[config.mk]
export PLATFORM = sky130hd
export DESIGN_NAME = uart_dbg_master
export DESIGN_NICKNAME = d
export VERILOG_FILES = /design/src/rtl/uart_dbg_master.sv
export SDC_FILE = /design/constraint.sdc
export NUM_CORES = 1
export LEC_CHECK = 0
export CORE_ASPECT_RATIO = 1.1
export CORE_UTILIZATION = 55
export CTS_CLUSTER_DIAMETER = 80
export DETAILED_ROUTE_END_ITERATION = 7
export PLACE_DENSITY = 0.81
export SLEW_MARGIN = 30
export SYNTH_ARGS = -nofsm -noshare
export SYNTH_HDL_FRONTEND = slang
export SYNTH_SLANG_ARGS = --single-unit
[constraint.sdc]
create_clock -name CLK -period 4.4 [get_ports CLK]
set_clock_uncertainty 0.05 [all_clocks]
set_input_delay 0.66 -clock CLK [delete_from_list [all_inputs] [get_ports CLK]]
set_output_delay 0.66 -clock CLK [all_outputs]
set_load 0.02 [all_outputs]
[src/rtl/uart_dbg_master.sv]
// UART debug bridge: 8N1 command frames on RXD drive single 32-bit bus reads/writes; results return on TXD.
// Optional inter-byte timeout for partial frames is compiled in with UART_DBG_TIMEOUT_EN.
module uart_dbg_master #(
  parameter int BAUD    = 868,
  parameter int TIMEOUT = 1000000
) (
  input  logic        CLK,
  input  logic        RES,
  input  logic        RXD,
  output logic        TXD,
  output logic [31:0] ADDR,
  output logic        RD,
  output logic        WR,
  output logic [3:0]  BE,
  output logic [31:0] DATAO,
  input  logic [31:0] DATAI,
  input  logic        HLT,
  output logic        ACTIVE,
  output logic        ERR
);

  localparam int CW = $clog2(BAUD);
  localparam logic [CW-1:0] BIT_END  = CW'(BAUD - 1);
  localparam logic [CW-1:0] HALF_END = CW'(BAUD / 2 - 1);

  localparam logic [1:0] RX_IDLE  = 2'd0;
  localparam logic [1:0] RX_START = 2'd1;
  localparam logic [1:0] RX_DATA  = 2'd2;
  localparam logic [1:0] RX_STOP  = 2'd3;

  localparam logic [2:0] P_IDLE = 3'd0;
  localparam logic [2:0] P_ADDR = 3'd1;
  localparam logic [2:0] P_DATA = 3'd2;
  localparam logic [2:0] P_BUS  = 3'd3;
  localparam logic [2:0] P_RESP = 3'd4;

  localparam logic [7:0] CMD_WR   = 8'h57;
  localparam logic [7:0] CMD_RD   = 8'h52;
  localparam logic [7:0] RESP_OK  = 8'h4B;
  localparam logic [7:0] RESP_BAD = 8'h3F;

  // ---------------------------------------------------------------- receiver
  logic          rxd_meta_q, rxd_sync_q, rxd_prev_q;
  logic [1:0]    rx_state_q, rx_state_d;
  logic [CW-1:0] rx_cnt_q, rx_cnt_d;
  logic [2:0]    rx_bit_q, rx_bit_d;
  logic [7:0]    rx_shift_q, rx_shift_d;
  logic          rx_valid_q, rx_valid_d;
  logic          rx_ferr_q, rx_ferr_d;

  always_comb begin
    rx_state_d = rx_state_q;
    rx_cnt_d   = rx_cnt_q;
    rx_bit_d   = rx_bit_q;
    rx_shift_d = rx_shift_q;
    rx_valid_d = 1'b0;
    rx_ferr_d  = 1'b0;
    case (rx_state_q)
      RX_IDLE: begin
        if (rxd_prev_q && !rxd_sync_q) begin
          rx_state_d = RX_START;
          rx_cnt_d   = '0;
        end
      end
      RX_START: begin
        // A start that is no longer low at mid-bit was a glitch: drop it quietly.
        if (rx_cnt_q == HALF_END) begin
          rx_cnt_d   = '0;
          rx_bit_d   = '0;
          rx_state_d = rxd_sync_q ? RX_IDLE : RX_DATA;
        end else begin
          rx_cnt_d = rx_cnt_q + CW'(1);
        end
      end
      RX_DATA: begin
        if (rx_cnt_q == BIT_END) begin
          rx_cnt_d   = '0;
          rx_shift_d = {rxd_sync_q, rx_shift_q[7:1]};
          rx_bit_d   = rx_bit_q + 3'd1;
          if (rx_bit_q == 3'd7) rx_state_d = RX_STOP;
        end else begin
          rx_cnt_d = rx_cnt_q + CW'(1);
        end
      end
      default: begin
        if (rx_cnt_q == BIT_END) begin
          rx_cnt_d   = '0;
          rx_state_d = RX_IDLE;
          rx_valid_d = rxd_sync_q;
          rx_ferr_d  = !rxd_sync_q;
        end else begin
          rx_cnt_d = rx_cnt_q + CW'(1);
        end
      end
    endcase
  end

  always_ff @(posedge CLK or negedge RES) begin
    if (!RES) begin
      rxd_meta_q <= 1'b1;
      rxd_sync_q <= 1'b1;
      rxd_prev_q <= 1'b1;
      rx_state_q <= RX_IDLE;
      rx_cnt_q   <= '0;
      rx_bit_q   <= '0;
      rx_shift_q <= '0;
      rx_valid_q <= 1'b0;
      rx_ferr_q  <= 1'b0;
    end else begin
      rxd_meta_q <= RXD;
      rxd_sync_q <= rxd_meta_q;
      rxd_prev_q <= rxd_sync_q;
      rx_state_q <= rx_state_d;
      rx_cnt_q   <= rx_cnt_d;
      rx_bit_q   <= rx_bit_d;
      rx_shift_q <= rx_shift_d;
      rx_valid_q <= rx_valid_d;
      rx_ferr_q  <= rx_ferr_d;
    end
  end

  // ------------------------------------------------------------- transmitter
  // Bit index 0 is START, 1..8 are D0..D7, 9 is STOP; busy=0 is IDLE.
  logic          tx_busy_q, tx_busy_d;
  logic [8:0]    tx_shift_q, tx_shift_d;
  logic [3:0]    tx_bit_q, tx_bit_d;
  logic [CW-1:0] tx_cnt_q, tx_cnt_d;
  logic          txd_q, txd_d;
  logic          tx_load;
  logic [7:0]    tx_byte;
  logic          tx_done, tx_ready;

  assign tx_done  = tx_busy_q && (tx_bit_q == 4'd9) && (tx_cnt_q == BIT_END);
  // Accepting a new byte as the stop bit ends keeps consecutive characters gap-free.
  assign tx_ready = !tx_busy_q || tx_done;

  always_comb begin
    tx_busy_d  = tx_busy_q;
    tx_shift_d = tx_shift_q;
    tx_bit_d   = tx_bit_q;
    tx_cnt_d   = tx_cnt_q;
    txd_d      = txd_q;
    if (tx_busy_q) begin
      if (tx_cnt_q == BIT_END) begin
        tx_cnt_d = '0;
        if (tx_bit_q == 4'd9) begin
          tx_busy_d = 1'b0;
          txd_d     = 1'b1;
        end else begin
          tx_bit_d   = tx_bit_q + 4'd1;
          txd_d      = tx_shift_q[0];
          tx_shift_d = {1'b1, tx_shift_q[8:1]};
        end
      end else begin
        tx_cnt_d = tx_cnt_q + CW'(1);
      end
    end
    if (tx_load && tx_ready) begin
      tx_busy_d  = 1'b1;
      tx_cnt_d   = '0;
      tx_bit_d   = '0;
      txd_d      = 1'b0;
      tx_shift_d = {1'b1, tx_byte};
    end
  end

  always_ff @(posedge CLK or negedge RES) begin
    if (!RES) begin
      tx_busy_q  <= 1'b0;
      tx_shift_q <= '1;
      tx_bit_q   <= '0;
      tx_cnt_q   <= '0;
      txd_q      <= 1'b1;
    end else begin
      tx_busy_q  <= tx_busy_d;
      tx_shift_q <= tx_shift_d;
      tx_bit_q   <= tx_bit_d;
      tx_cnt_q   <= tx_cnt_d;
      txd_q      <= txd_d;
    end
  end

  // ------------------------------------------------------------ frame parser
  logic [2:0]  p_state_q, p_state_d;
  logic        cmd_wr_q, cmd_wr_d;
  logic [1:0]  byte_cnt_q, byte_cnt_d;
  logic [31:0] addr_sh_q, addr_sh_d;
  logic [31:0] data_sh_q, data_sh_d;
  logic [31:0] resp_q, resp_d;
  logic [2:0]  resp_left_q, resp_left_d;
  logic [31:0] addr_q, addr_d;
  logic [31:0] datao_q, datao_d;
  logic        rd_q, rd_d, wr_q, wr_d;
  logic [3:0]  be_q, be_d;
  logic        err_q, err_d;

`ifdef UART_DBG_TIMEOUT_EN
  localparam int TW = $clog2(TIMEOUT + 1);
  logic [TW-1:0] to_cnt_q, to_cnt_d;
`endif

  assign tx_byte = resp_q[31:24];

  always_comb begin
    p_state_d   = p_state_q;
    cmd_wr_d    = cmd_wr_q;
    byte_cnt_d  = byte_cnt_q;
    addr_sh_d   = addr_sh_q;
    data_sh_d   = data_sh_q;
    resp_d      = resp_q;
    resp_left_d = resp_left_q;
    addr_d      = addr_q;
    datao_d     = datao_q;
    rd_d        = rd_q;
    wr_d        = wr_q;
    be_d        = be_q;
    err_d       = rx_ferr_q;
    tx_load     = 1'b0;
    case (p_state_q)
      P_IDLE: begin
        if (rx_valid_q) begin
          byte_cnt_d = '0;
          if (rx_shift_q == CMD_WR || rx_shift_q == CMD_RD) begin
            cmd_wr_d  = (rx_shift_q == CMD_WR);
            p_state_d = P_ADDR;
          end else begin
            resp_d      = {RESP_BAD, 24'h0};
            resp_left_d = 3'd1;
            err_d       = 1'b1;
            p_state_d   = P_RESP;
          end
        end
      end
      P_ADDR: begin
        if (rx_valid_q) begin
          addr_sh_d  = {addr_sh_q[23:0], rx_shift_q};
          byte_cnt_d = byte_cnt_q + 2'd1;
          if (byte_cnt_q == 2'd3) p_state_d = cmd_wr_q ? P_DATA : P_BUS;
        end
      end
      P_DATA: begin
        if (rx_valid_q) begin
          data_sh_d  = {data_sh_q[23:0], rx_shift_q};
          byte_cnt_d = byte_cnt_q + 2'd1;
          if (byte_cnt_q == 2'd3) p_state_d = P_BUS;
        end
      end
      P_BUS: begin
        if (rx_valid_q) err_d = 1'b1;
        if (!HLT) begin
          rd_d      = 1'b0;
          wr_d      = 1'b0;
          be_d      = 4'h0;
          p_state_d = P_RESP;
          if (cmd_wr_q) begin
            resp_d      = {RESP_OK, 24'h0};
            resp_left_d = 3'd1;
          end else begin
            resp_d      = DATAI;
            resp_left_d = 3'd4;
          end
        end
      end
      default: begin
        if (rx_valid_q) err_d = 1'b1;
        if (resp_left_q != 3'd0) begin
          tx_load = 1'b1;
          if (tx_ready) begin
            resp_d      = {resp_q[23:0], 8'h00};
            resp_left_d = resp_left_q - 3'd1;
          end
        end else if (tx_done) begin
          p_state_d = P_IDLE;
        end
      end
    endcase

    // Strobes go up on the same edge that enters BUS, using the just-completed fields.
    if (p_state_d == P_BUS && p_state_q != P_BUS) begin
      rd_d    = !cmd_wr_q;
      wr_d    = cmd_wr_q;
      be_d    = 4'hF;
      addr_d  = {addr_sh_d[31:2], 2'b00};
      datao_d = data_sh_d;
    end

`ifdef UART_DBG_TIMEOUT_EN
    to_cnt_d = '0;
    if ((p_state_q == P_ADDR || p_state_q == P_DATA) && !rx_valid_q) begin
      if (to_cnt_q == TW'(TIMEOUT - 1)) begin
        p_state_d = P_IDLE;
        err_d     = 1'b1;
      end else begin
        to_cnt_d = to_cnt_q + TW'(1);
      end
    end
`endif
  end

  always_ff @(posedge CLK or negedge RES) begin
    if (!RES) begin
      p_state_q   <= P_IDLE;
      cmd_wr_q    <= 1'b0;
      byte_cnt_q  <= '0;
      addr_sh_q   <= '0;
      data_sh_q   <= '0;
      resp_q      <= '0;
      resp_left_q <= '0;
      addr_q      <= '0;
      datao_q     <= '0;
      rd_q        <= 1'b0;
      wr_q        <= 1'b0;
      be_q        <= 4'h0;
      err_q       <= 1'b0;
`ifdef UART_DBG_TIMEOUT_EN
      to_cnt_q    <= '0;
`endif
    end else begin
      p_state_q   <= p_state_d;
      cmd_wr_q    <= cmd_wr_d;
      byte_cnt_q  <= byte_cnt_d;
      addr_sh_q   <= addr_sh_d;
      data_sh_q   <= data_sh_d;
      resp_q      <= resp_d;
      resp_left_q <= resp_left_d;
      addr_q      <= addr_d;
      datao_q     <= datao_d;
      rd_q        <= rd_d;
      wr_q        <= wr_d;
      be_q        <= be_d;
      err_q       <= err_d;
`ifdef UART_DBG_TIMEOUT_EN
      to_cnt_q    <= to_cnt_d;
`endif
    end
  end

  assign TXD    = txd_q;
  assign ADDR   = addr_q;
  assign RD     = rd_q;
  assign WR     = wr_q;
  assign BE     = be_q;
  assign DATAO  = datao_q;
  assign ACTIVE = (p_state_q != P_IDLE);
  assign ERR    = err_q;

endmodule

Yosys cells after proc, flatten, opt, wreduce, memory -nomap -nowiden
Cells that the tools add are included.
{"block": "classes", "muxes": 82, "n_addsub": 6, "bitwise": 1, "n_eq_ne": 25, "n_reduce_logical": 35}
{"operator": "32-bit 2-to-1 mux", "count": 10}
{"operator": "32-bit case mux with 3 select lines", "count": 1}
{"operator": "10-bit 2-to-1 mux", "count": 6}
{"operator": "3-bit 2-to-1 mux", "count": 17}
{"operator": "9-bit 2-to-1 mux", "count": 4}
{"operator": "4-bit 2-to-1 mux", "count": 7}
{"operator": "1-bit 2-to-1 mux", "count": 22}
{"operator": "10-bit by 1-bit adder with 10-bit output, second input constant", "count": 2}
{"operator": "10-bit equality test, second input constant", "count": 2}
{"operator": "10-bit case mux with 2 select lines", "count": 1}
{"operator": "8-bit by 7-bit equality test with 1-bit output, second input constant", "count": 2}
{"operator": "2-bit 2-to-1 mux", "count": 8}
{"operator": "3-bit nonzero test", "count": 5}
{"operator": "2-bit inequality test, second input constant", "count": 7}
{"operator": "3-bit case mux with 4 select lines", "count": 1}
{"operator": "3-bit AND reduction", "count": 4}
{"operator": "10-bit by 9-bit equality test with 1-bit output, second input constant", "count": 1}
{"operator": "2-bit nonzero test", "count": 5}
{"operator": "3-bit by 2-bit equality test with 1-bit output, second input constant", "count": 3}
{"operator": "3-bit case mux with 3 select lines", "count": 1}
{"operator": "2-bit AND reduction", "count": 4}
{"operator": "2-bit by 1-bit inequality test with 1-bit output, second input constant", "count": 3}
{"operator": "2-bit case mux with 3 select lines", "count": 1}
{"operator": "3-bit case mux with 2 select lines", "count": 1}
{"operator": "other kinds (23)", "count": 31}
{"block": "word_totals", "elab_cells": 177, "output_inout_bits": 73, "ff_bits": 227, "inputBits": 36}

Depth between registers and ports, before layout
Gate-level depths: netlist of the first run.
{"block": "depth", "depth_word": 10, "mapped_depth": 9, "ltp_nobuf": 7}

Least setup slack after synthesis of the first run
Ideal clock, no wire load.
{"block": "synth_path", "path_kind": "register to register", "from": "reg tx_cnt_q[0]", "to": "reg resp_q[10]", "t_arrival_ns": 2.032, "setup_slack_ns": 2.241, "path_buffers": 1, "setup_ns": 0.077, "stages_incl_launch_ff": 8, "required_ns": 4.273, "synth_period_minus_slack_ns": 2.159, "cell_sequence": "dfrtp_1 -> ha_1 -> or3b_4 -> o41ai_4 -> a21oi_2 -> or2_4 -> buf_6 -> o21ai_1"}
{"block": "synth_via", "elab_chain_cells": 5}
{"element": "from (decl)", "line_no": "127", "text": "logic [CW-1:0] tx_cnt_q, tx_cnt_d;"}
{"element": "from (signal assigned)", "line_no": "178", "text": "tx_cnt_q <= tx_cnt_d;"}
{"element": "10-bit equality test", "line_no": "133", "text": "assign tx_done = tx_busy_q && (tx_bit_q == 4'd9) && (tx_cnt_q == BIT_END);"}
{"element": "1-bit logical AND", "line_no": "133"}
{"element": "1-bit logical OR", "line_no": "135", "text": "assign tx_ready = !tx_busy_q || tx_done;"}
{"element": "3-bit nonzero test (no source line)"}
{"element": "6-bit AND reduction (no source line)"}
{"element": "to (signal assigned)", "line_no": "324", "text": "resp_q <= resp_d;"}
{"element": "to (decl)", "line_no": "189", "text": "logic [31:0] resp_q, resp_d;"}
Every way passes these cells.
A chain may end at the register's enable or synchronous reset.

Worst setup path in the final report of the first run
{"block": "layout_path", "from": "reg p_state_q[2]", "to": "out ACTIVE"}
{"block": "layout_via", "elab_chain_cells": 1}
{"element": "from (decl)", "line_no": "184", "text": "logic [2:0] p_state_q, p_state_d;"}
{"element": "from (signal assigned)", "line_no": "319", "text": "p_state_q <= p_state_d;"}
{"element": "3-bit nonzero test", "line_no": "344", "text": "assign ACTIVE = (p_state_q != P_IDLE);"}
{"element": "to (decl)", "line_no": "18", "text": "output logic ACTIVE,"}
Every way passes these cells.

==> impl_metrics.ini, run 1 <==
[outcome]
status = completed

[clock_tree]
post_cts_clock_slew_at_the_launch_and_capture_registers_of_the_worst_setup_and_hold_paths_ps = 60
cts_root_buffer = clkbuf_16
cts_sinks = 223
cts_made_buffers = 23
number_of_h_tree_levels = 1
postCtsResizedCells = 0
cts.repair_timing.setup_buffer_count = 0
cts_tree = yes
number_of_buffers_on_the_longest_clock_path = 3
hold_buffers = 0
clock_latency_ps = 510

[sta]
hold_viol = 0
relSlewSlack = 0.433
worstMarginPinSlew_ps = 851
setup_slack_ps = 1450
achievable-frequency_mhz = 339
slew_limit_fails = 0
setup-violations-final = 0
final_min_period_over_clock_period = 0.671
final.setup.tns_ps = 0
layout_min_cycle_time_ps = 2950
rsz_0062_raised_after_global_routing = false

[final_layout]
insertedDiodeCount = 0
layout-area-overhead-vs-synth_pct = 21.8
final-instance-count-excl-fill = 1112
post_route_cells_drive_above_1_share = 0.223
filler_cell_count = 1128
fin_nets = 912

[critical_path]
timing.critical_path.buf_inv = 1
path_delay_family = flip-flops
critPathKind = flip-flop to output pin
critical_path_cell_by_cell = nor2_1 -> nand2_1 -> clkdlybuf4s50_1
crit_required_ps = 3690
rrSetupSlack_ps = 1760
worstPathMaxFanout = 21
rr_worst_depth = 7
critPathArrivalTime_ps = 2240
critical_path.reg2reg.startpoint = tx_cnt_q[0]$_DFFE_PN0P_
crit-reg2reg-capture = resp_left_q[0]$_DFFE_PN0P_
worstSetupStartpointType = flip-flop
timing.critical_path.slowest_cell_delay_ps = 770
critPathCaptureType = output pin
worst_path_max_delay_cell = dfrtp_1

[synthesis]
synth.yosys.seq_area_share = 0.591
syn_inst = 769
yosys_warnings = 0
post-synth-top-area-cell = dfrtp_1
syn_area_per_cell_sq_um = 12.3
synth_mux_area_frac = 0.163
simple_gate_portion_of_the_synthesized_area = 0.0821
synth_area_leaders = dfrtp_1 (56%), mux2_2 (15%), dfstp_2 (3.3%)
yosysMostFrequentCell = dfrtp_1
ys_ff_latch = 223
yosys.area_share.xor_xnor = 0.0120
synth_commonest_cells = dfrtp_1 (211), mux2_2 (130), o21ai_0 (61)
post_synth_instance_area_sq_mm = 0.00947
synth_async_sr_flop_share = 1.00
synth.lib_cells_used.distinct = 63
synthDominantCellAreaShare = 0.558
ys_dominant_reg_cell = dfrtp_1
synth_top_family_by_area = multiplexers
synth_adder_area_share = 0.0132
synth_compound_area_frac = 0.108
synth_enable_flop_cells = 0

[floorplan]
die_x_um = 127
design.core.area_sq_mm = 0.0166
die_y_um = 140
initial_util = 0.570
placement_rows = 49
die_area_sq_mm = 0.0177
io-pin-count = 109

[routing]
via_per_inst = 5.64
drc = 0
antenna_violating_nets_post_route = 0
number_of_iterations_in_the_first_detailed_routing_pass = 6
postRouteWirelength_um = 18800
vias = 6275
initialDrtViolationCount = 513
routed_wire_length_per_instance_um = 16.9

[power_and_ir_drop]
powerDensity_mw_per_mm2 = 373
ir_worst_vdd_v = 0.000316
power_leakage_nw = 5.27

[place]
port_buffers = 106
hpwlAfterDp_um = 12000
numPlacedInstances = 1068
globalplace.congestion = 0.831
dpl_worst_slack_ps = 1580

[min_path]
hold_depth = 0
hp-class = flip-flop to flip-flop
end_point_of_the_worst_hold_path = rxd_sync_q$_DFF_PN1_
min-delay-start = rxd_meta_q$_DFF_PN1_

[job]
max_cap_viol_count = 0

[global_routing]
global_route_wire_length_before_repair_um = 31200
globalRouteTotalUtil = 0.217
grt_overflow_total = 0
first_global_vias = 6194
antenna_violations_before_repair = 0
maximum_number_of_pins_on_one_net_before_global_route_repair = 126
==> cell families (layout without fill, tap and decap cells) <==
logic type | after synthesis | after routing
AND/OR/NAND/NOR | 150 | 150
other | 1 | 2
flip-flops | 223 | 223
XOR/XNOR | 13 | 13
AO/OA/AOI/OAI | 172 | 172
adder cells (fa/ha/maj) | 10 | 10
multiplexers | 137 | 137
buffers and inverters | 63 | 176
==> worst reg2reg max path: stages (launching register included) <==
cell	delay [ps]
dfrtp_1	380
ha_1	240
or3b_4	420
o41ai_4	460
a21oi_2	110
buf_4	250
or2_4	410
a21o_1	220
==> per-stage QoR <==
step                       util  hold WS (ps)  cell area (sq um)  total power (W)
after CTS                 0.691           222              11500          0.00434
after global routing      0.694           313              11500          0.00445
after detailed placement  0.643           297              10700          0.00232
after floorplan               -           295               9470          0.00222
after global placement    0.643           296              10700          0.00231
final                     0.694           305              11500          0.00431
==> area by class of cell <==
cell class / count / area (sq um) / area share
sequential: 223 / 5600 / 0.485
clock inverter: 6 / 123 / 0.0106
inverter: 18 / 67.6 / 0.00586
tap: 229 / 287 / 0.0249
timing repair buffer: 116 / 1180 / 0.102
multi-input combinational: 484 / 3610 / 0.313
clock buffer: 36 / 674 / 0.0585
==> worst max path at each step <==
stage | start | endpoint | slack, ps | cells after the start
after floorplan | tx_cnt_q[0]$_DFFE_PN0P_ | resp_q[10]$_DFFE_PN0P_ | 2240 | 7
after global placement | p_state_q[1]$_DFF_PN0_ | DATAO[3]$_DFFE_PN0P_ | 1640 | 5
final | p_state_q[2]$_DFF_PN0_ | ACTIVE | 1450 | 3
after global routing | p_state_q[2]$_DFF_PN0_ | ACTIVE | 1340 | 3
after detailed placement | p_state_q[1]$_DFF_PN0_ | ADDR[2]$_DFFE_PN0P_ | 1580 | 5
after CTS | p_state_q[2]$_DFF_PN0_ | ACTIVE | 1480 | 3
==> power breakdown <==
group,leakage [nW],switching [W],total (W),internal (W)
combinational,1.86,0.0000912,0.000166,0.0000749
sequential,3.03,0.0000384,0.00212,0.00208
clock,0.385,0.000785,0.00202,0.00124
==> placed cells by master, fill, tap and decap left out, types with 3 or more instances in the layout <==
cell and instances:
a21o_1 3, a21oi_1 21, a22oi_1 18, a31oi_1 3, and2_1 4, and3_1 5
buf_4 7, bufinv_16 3, clkbuf_1 8, clkbuf_16 23, clkbuf_8 5, clkdlybuf4s50_1 105
dfrtp_1 211, dfstp_2 12, ha_1 10, inv_1 18, mux2_1 4, mux2_2 130
mux2i_1 3, nand2_1 47, nand2b_1 6, nand3_1 12, nand3b_1 4, nor2_1 26
nor2b_1 5, nor3_1 14, nor3_2 3, nor3b_1 3, nor4_1 3, o21ai_0 61
o21ai_1 30, o22ai_1 14, or3_1 4, xnor2_1 9, xor2_1 4
==> state kept, by name (all words and copies together), names as in the netlist, 2 cells and up <==
signal       cells
DATAO           32
addr_sh_q       32
data_sh_q       32
resp_q          32
ADDR            30
rx_cnt_q        10
tx_cnt_q        10
rx_shift_q       8
tx_shift_q       8
tx_bit_q         4
p_state_q        3
resp_left_q      3
rx_bit_q         3
byte_cnt_q       2
rx_state_q       2
==> routing by layer <==
layer / GRT usage / wire (um) / vias up / share of wire
met4: 0.0777 / 540 / 0 / 0.029
met3: 0.0285 / 755 / 39 / 0.040
li1: - / - / 2966 / -
met1: 0.305 / 8550 / 3129 / 0.45
met5: 0 / 0 / - / 0
met2: 0.349 / 9000 / 141 / 0.48
No activity file was read; power rests on OpenSTA's default activity.
==> run 2, diff against run 1 <==
--- a/config.mk
+++ b/config.mk
@@ -6,10 +6,10 @@
 export NUM_CORES = 1
 export LEC_CHECK = 0
 export CORE_ASPECT_RATIO = 1.1
-export CORE_UTILIZATION = 55
+export CORE_UTILIZATION = 51
 export CTS_CLUSTER_DIAMETER = 80
 export DETAILED_ROUTE_END_ITERATION = 7
-export PLACE_DENSITY = 0.81
+export PLACE_DENSITY = 0.8
 export SLEW_MARGIN = 30
 export SYNTH_ARGS = -nofsm -noshare
 export SYNTH_HDL_FRONTEND = slang
==> constraint.sdc (replaced) <==
create_clock -name CLK -period 2.6 [get_ports CLK]
set_clock_uncertainty 0.05 [all_clocks]
set_input_delay 0.39 -clock CLK [delete_from_list [all_inputs] [get_ports CLK]]
set_output_delay 0.39 -clock CLK [all_outputs]
set_load 0.02 [all_outputs]
==> impl_metrics.ini, run 2 (synthesis gave the netlist of run 1 again) <==
[final_layout]
mostFrequentLayoutCell = dfrtp_1
multiInputGateArea_sq_mm = 0.00360
layout-area-overhead-vs-synth_pct = 23.4
seq_area_sq_mm = 0.00560
fin_nets = 921
most-common-layout-cells = dfrtp_1 (211), mux2_2 (130), clkdlybuf4s50_1 (105)
finalInstanceArea_sq_mm = 0.0117
insertedDiodeCount = 0
filler_cell_count = 1303
post_route_cells_drive_above_1_share = 0.234
final-instance-count-excl-fill = 1130

[power_and_ir_drop]
pwr-share-comb = 0.038
internal_power_w = 0.00595
power.switching_fraction = 0.208
netSwitchingPower_w = 0.00156
p_clk_frac = 0.485
total_power_consumption_w = 0.00751
ir_worst_vdd_v = 0.000554
power_leakage_nw = 5.35
powerDensity_mw_per_mm2 = 642
seq_power_share = 0.477

[routing]
vias = 6217
antenna_violating_nets_post_route = 0
via_per_inst = 5.50
drc = 0
routed_wire_length_per_instance_um = 16.1
initialDrtViolationCount = 402
postRouteWirelength_um = 18100
number_of_iterations_in_the_first_detailed_routing_pass = 5

[place]
hpwlAfterDp_um = 11900
numPlacedInstances = 1087
globalplace.congestion = 0.874
post_dp_cell_area_sq_mm = 0.0108
port_buffers = 106

[clock_tree]
cts_made_buffers = 23
number_of_h_tree_levels = 1
number_of_buffers_on_the_longest_clock_path = 3
hold_buffers = 1
cts_root_buffer = clkbuf_16
clock_latency_ps = 530
postCtsResizedCells = 0
cts.repair_timing.setup_buffer_count = 0
post_cts_clock_slew_at_the_launch_and_capture_registers_of_the_worst_setup_and_hold_paths_ps = 60
cts_sinks = 223
cts_tree = yes

[critical_path]
worstPathMaxFanout = 14
critical_path_cell_by_cell = inv_1 -> nand2_1 -> clkdlybuf4s50_1
critPathArrivalTime_ps = 2020
worst_path_max_delay_cell = clkdlybuf4s50_1
timing.critical_path.slowest_cell_delay_ps = 620
worstSetupStartpointType = flip-flop
crit_required_ps = 2160
critPathKind = flip-flop to output pin
critPathCaptureType = output pin

[min_path]
hp-class = input port to flip-flop

[global_routing]
maximum_number_of_pins_on_one_net_before_global_route_repair = 68
grt_overflow_total = 0
antenna_violations_before_repair = 0
globalRouteTotalUtil = 0.199
first_global_vias = 6250
global_route_wire_length_before_repair_um = 31200

[sta]
setup-violations-final = 0
slew_limit_fails = 0
achievable-frequency_mhz = 407
relSlewSlack = 0.518
worstMarginPinSlew_ps = 723
hold_viol = 0
rsz_0062_raised_after_global_routing = false
final.setup.tns_ps = 0
final_min_period_over_clock_period = 0.946
layout_min_cycle_time_ps = 2460

[outcome]
status = completed

[floorplan]
die_y_um = 145
placement_rows = 51
die_x_um = 132
design.core.area_sq_mm = 0.0179
die_area_sq_mm = 0.0191
initial_util = 0.528
io-pin-count = 109

[job]
max_cap_viol_count = 0
## run 2: changes by cell type in the layout (fill, tap and decap cells not counted), moves of 3 or more
cell,previous run,this run
buf_12,1,5
buf_4,7,13
bufinv_16,3,6
clkbuf_1,8,4
clkbuf_8,5,2
clkinv_2,1,4
## run 2: final cells by class
type	instances	share of cell area
multi-input combinational	484	0.308
clock buffer	29	0.0529
clock inverter	13	0.0201
tap	238	0.0255
timing repair buffer	125	0.109
inverter	18	0.00578
sequential	223	0.479
## run 2: power by group through the flow
stage	logic (W)	registers, W	clock network, W
floorplan	0.000127	0.00363	0
global route	0.000332	0.00359	0.00386
global placement	0.000285	0.00364	0
finish	0.000285	0.00358	0.00364
CTS	0.000293	0.00358	0.00372
detailed placement	0.000292	0.00364	0
## run 2: through the flow
stage               hold WS, ps  utilization  setup WS (ps)
finish                      243        0.652            140
global placement            270        0.604            347
floorplan                  44.4            -            441
detailed placement          270        0.604            243
CTS                         229        0.652            134
global route                232        0.652           29.7
## run 2: worst paths after layout
check | slack (ps) | depth (start not counted) | start | endpoint
max | 140 | 3 | p_state_q[0]$_DFF_PN0_ | ACTIVE
min | 240 | 1 | RXD | rxd_meta_q$_DFF_PN1_
max reg2reg | 200 | 7 | tx_cnt_q[0]$_DFFE_PN0P_ | tx_shift_q[2]$_DFFE_PN1P_
min reg2reg | 310 | 0 | rxd_meta_q$_DFF_PN1_ | rxd_sync_q$_DFF_PN1_
max in group asynchronous | 1370 | 3 | RES | tx_shift_q[0]$_DFFE_PN1P_
min in group asynchronous | 320 | 2 | RES | cmd_wr_q$_DFFE_PN0P_
## run 2: layer usage
layer / track usage / up-vias / wire, um
met2: 0.340 / 129 / 9230
met4: 0.0547 / 0 / 256
met5: 0 / - / 0
li1: - / 2973 / -
met1: 0.264 / 3097 / 8020
met3: 0.0287 / 18 / 641
## run 2: critical path: cells and delay by family, from the launching register on
family / cells / cell delay [ps]
simple gates: 1 / 140
flops: 1 / 600
buf+inv: 2 / 750
==> run 3, diff against run 2 <==
--- a/config.mk
+++ b/config.mk
@@ -10,6 +10,8 @@
 export CTS_CLUSTER_DIAMETER = 80
 export DETAILED_ROUTE_END_ITERATION = 7
 export PLACE_DENSITY = 0.8
+export RECOVER_POWER = 50
+export REMOVE_ABC_BUFFERS = 1
 export SLEW_MARGIN = 30
 export SYNTH_ARGS = -nofsm -noshare
 export SYNTH_HDL_FRONTEND = slang
==> impl_metrics.ini, run 3 (synthesis gave the netlist of run 1 again) <==
[sta]
achievable-frequency_mhz = 409
worstMarginPinSlew_ps = 1920
hold_viol = 0
layout_min_cycle_time_ps = 2440
relSlewSlack = -0.277
rsz_0062_raised_after_global_routing = false
setup-violations-final = 0
final.setup.tns_ps = 0
slew_limit_fails = 72
final_min_period_over_clock_period = 0.940

[power_and_ir_drop]
pwr-share-comb = 0.039
power.switching_fraction = 0.204
seq_power_share = 0.484
internal_power_w = 0.00589
ir_worst_vdd_v = 0.000476
p_clk_frac = 0.477
netSwitchingPower_w = 0.00151
powerDensity_mw_per_mm2 = 635
power_leakage_nw = 5.35

[floorplan]
die_x_um = 132
initial_util = 0.528
design.core.area_sq_mm = 0.0179
die_area_sq_mm = 0.0191
io-pin-count = 109
die_y_um = 145
placement_rows = 51

[outcome]
status = finished, violations left
violated_checks = capacitance limit, slew limit

[critical_path]
worstSetupStartpointType = flip-flop
crit_required_ps = 2160
critPathKind = flip-flop to output pin
rrSetupSlack_ps = 170
critPathCaptureType = output pin
critPathArrivalTime_ps = 2000
worstPathMaxFanout = 14

[global_routing]
first_global_vias = 6402
globalRouteTotalUtil = 0.202
antenna_violations_before_repair = 0
global_route_wire_length_before_repair_um = 31800
maximum_number_of_pins_on_one_net_before_global_route_repair = 74
grt_overflow_total = 0

[final_layout]
finalInstanceArea_sq_mm = 0.0117
insertedDiodeCount = 0
layout-area-overhead-vs-synth_pct = 23.1
post_route_cells_drive_above_1_share = 0.215
filler_cell_count = 1307
mostFrequentLayoutCell = dfrtp_1
multiInputGateArea_sq_mm = 0.00360
seq_area_sq_mm = 0.00560
fin_nets = 921
most-common-layout-cells = dfrtp_1 (211), mux2_2 (117), clkdlybuf4s50_1 (104)
layout.core_utilization = 0.650

[clock_tree]
cts_root_buffer = clkbuf_16
postCtsResizedCells = 0
cts_tree = yes
number_of_buffers_on_the_longest_clock_path = 3
clock_latency_ps = 510
post_cts_clock_slew_at_the_launch_and_capture_registers_of_the_worst_setup_and_hold_paths_ps = 60
number_of_h_tree_levels = 1
cts_sinks = 223
cts_made_buffers = 23

[place]
hpwlAfterDp_um = 12200
globalplace.congestion = 0.867
post_dp_cell_area_sq_mm = 0.0108
port_buffers = 106

[routing]
vias = 6312
postRouteWirelength_um = 18500
initialDrtViolationCount = 350
number_of_iterations_in_the_first_detailed_routing_pass = 5
antenna_violating_nets_post_route = 0
routed_wire_length_per_instance_um = 16.4
drc = 0
via_per_inst = 5.59

[min_path]
hp-class = flip-flop to flip-flop

[job]
max_cap_viol_count = 1
-- run 3: cell types whose count changed in the layout (fill, tap and decap cells not counted), moves of 2 or more --
cell        change
mux2_1         +13
bufinv_16       -2
clkbuf_1        +3
clkbuf_2        +2
and2_1          -2
clkinv_2        -4
clkinvlp_4      -2
mux2_2         -13
clkbuf_8        +5
and2_0          +2
-- run 3: repair_timing --
item	CTS	global route
endpoints found under the hold margin	61	0
buffers inserted	0	0
endpoints found under the setup margin	0	0
hold buffers	1	0
-- run 3: cell type report --
type / count / share of cell area
clock buffer: 37 / 0.0599
sequential: 223 / 0.480
timing repair buffer: 125 / 0.107
clock inverter: 5 / 0.0120
multi-input combinational: 484 / 0.309
tap: 238 / 0.0256
inverter: 18 / 0.00580
-- run 3: path summary, 6_finish.rpt --
kind | startpoint | to | depth (start not counted)
min in group asynchronous | RES | resp_q[31]$_DFFE_PN0P_ | 2
max in group asynchronous | RES | rxd_meta_q$_DFF_PN1_ | 3
worst max register to register | p_state_q[1]$_DFF_PN0_ | ADDR[19]$_DFFE_PN0P_ | 6
worst min register to register | rxd_meta_q$_DFF_PN1_ | rxd_sync_q$_DFF_PN1_ | 0
worst min-delay path | rxd_meta_q$_DFF_PN1_ | rxd_sync_q$_DFF_PN1_ | 0
worst max-delay path | p_state_q[0]$_DFF_PN0_ | ACTIVE | 3
-- run 3: critical path: stages, from the launching register on --
cell	delay, ps
dfrtp_1	600
inv_1	140
nand2_1	140
clkdlybuf4s50_1	610
-- run 3: power groups by stage --
| stage | sequential [W] | combinational [W] | clock, W |
|---|---|---|---|
| final | 0.00358 | 0.000291 | 0.00353 |
| after global routing | 0.00359 | 0.000328 | 0.00376 |
| after CTS | 0.00358 | 0.000298 | 0.00362 |
| after detailed placement | 0.00364 | 0.000294 | 0 |
| after global placement | 0.00364 | 0.000288 | 0 |
| after floorplan | 0.00363 | 0.000122 | 0 |
-- run 3: metrics by stage --
| step | cells | total power [W] | hold WS [ps] | setup slack, ps |
|---|---|---|---|---|
| floorplan | 725 | 0.00375 | 44.4 | -1160 |
| global placement | 1087 | 0.00393 | 296 | 305 |
| detailed placement | 1087 | 0.00394 | 299 | 258 |
| CTS | 1130 | 0.00750 | 221 | 161 |
| global route | 1130 | 0.00768 | 319 | 25.3 |
| finish | 1130 | 0.00740 | 312 | 157 |
-- run 3: metal layers --
metal	vias to the layer above	global-route usage	part of all wire
met5	-	0	0
met4	0	0.0547	0.019
met3	26	0.0283	0.040
met2	133	0.349	0.51
met1	3172	0.265	0.43
li1	2981	-	-
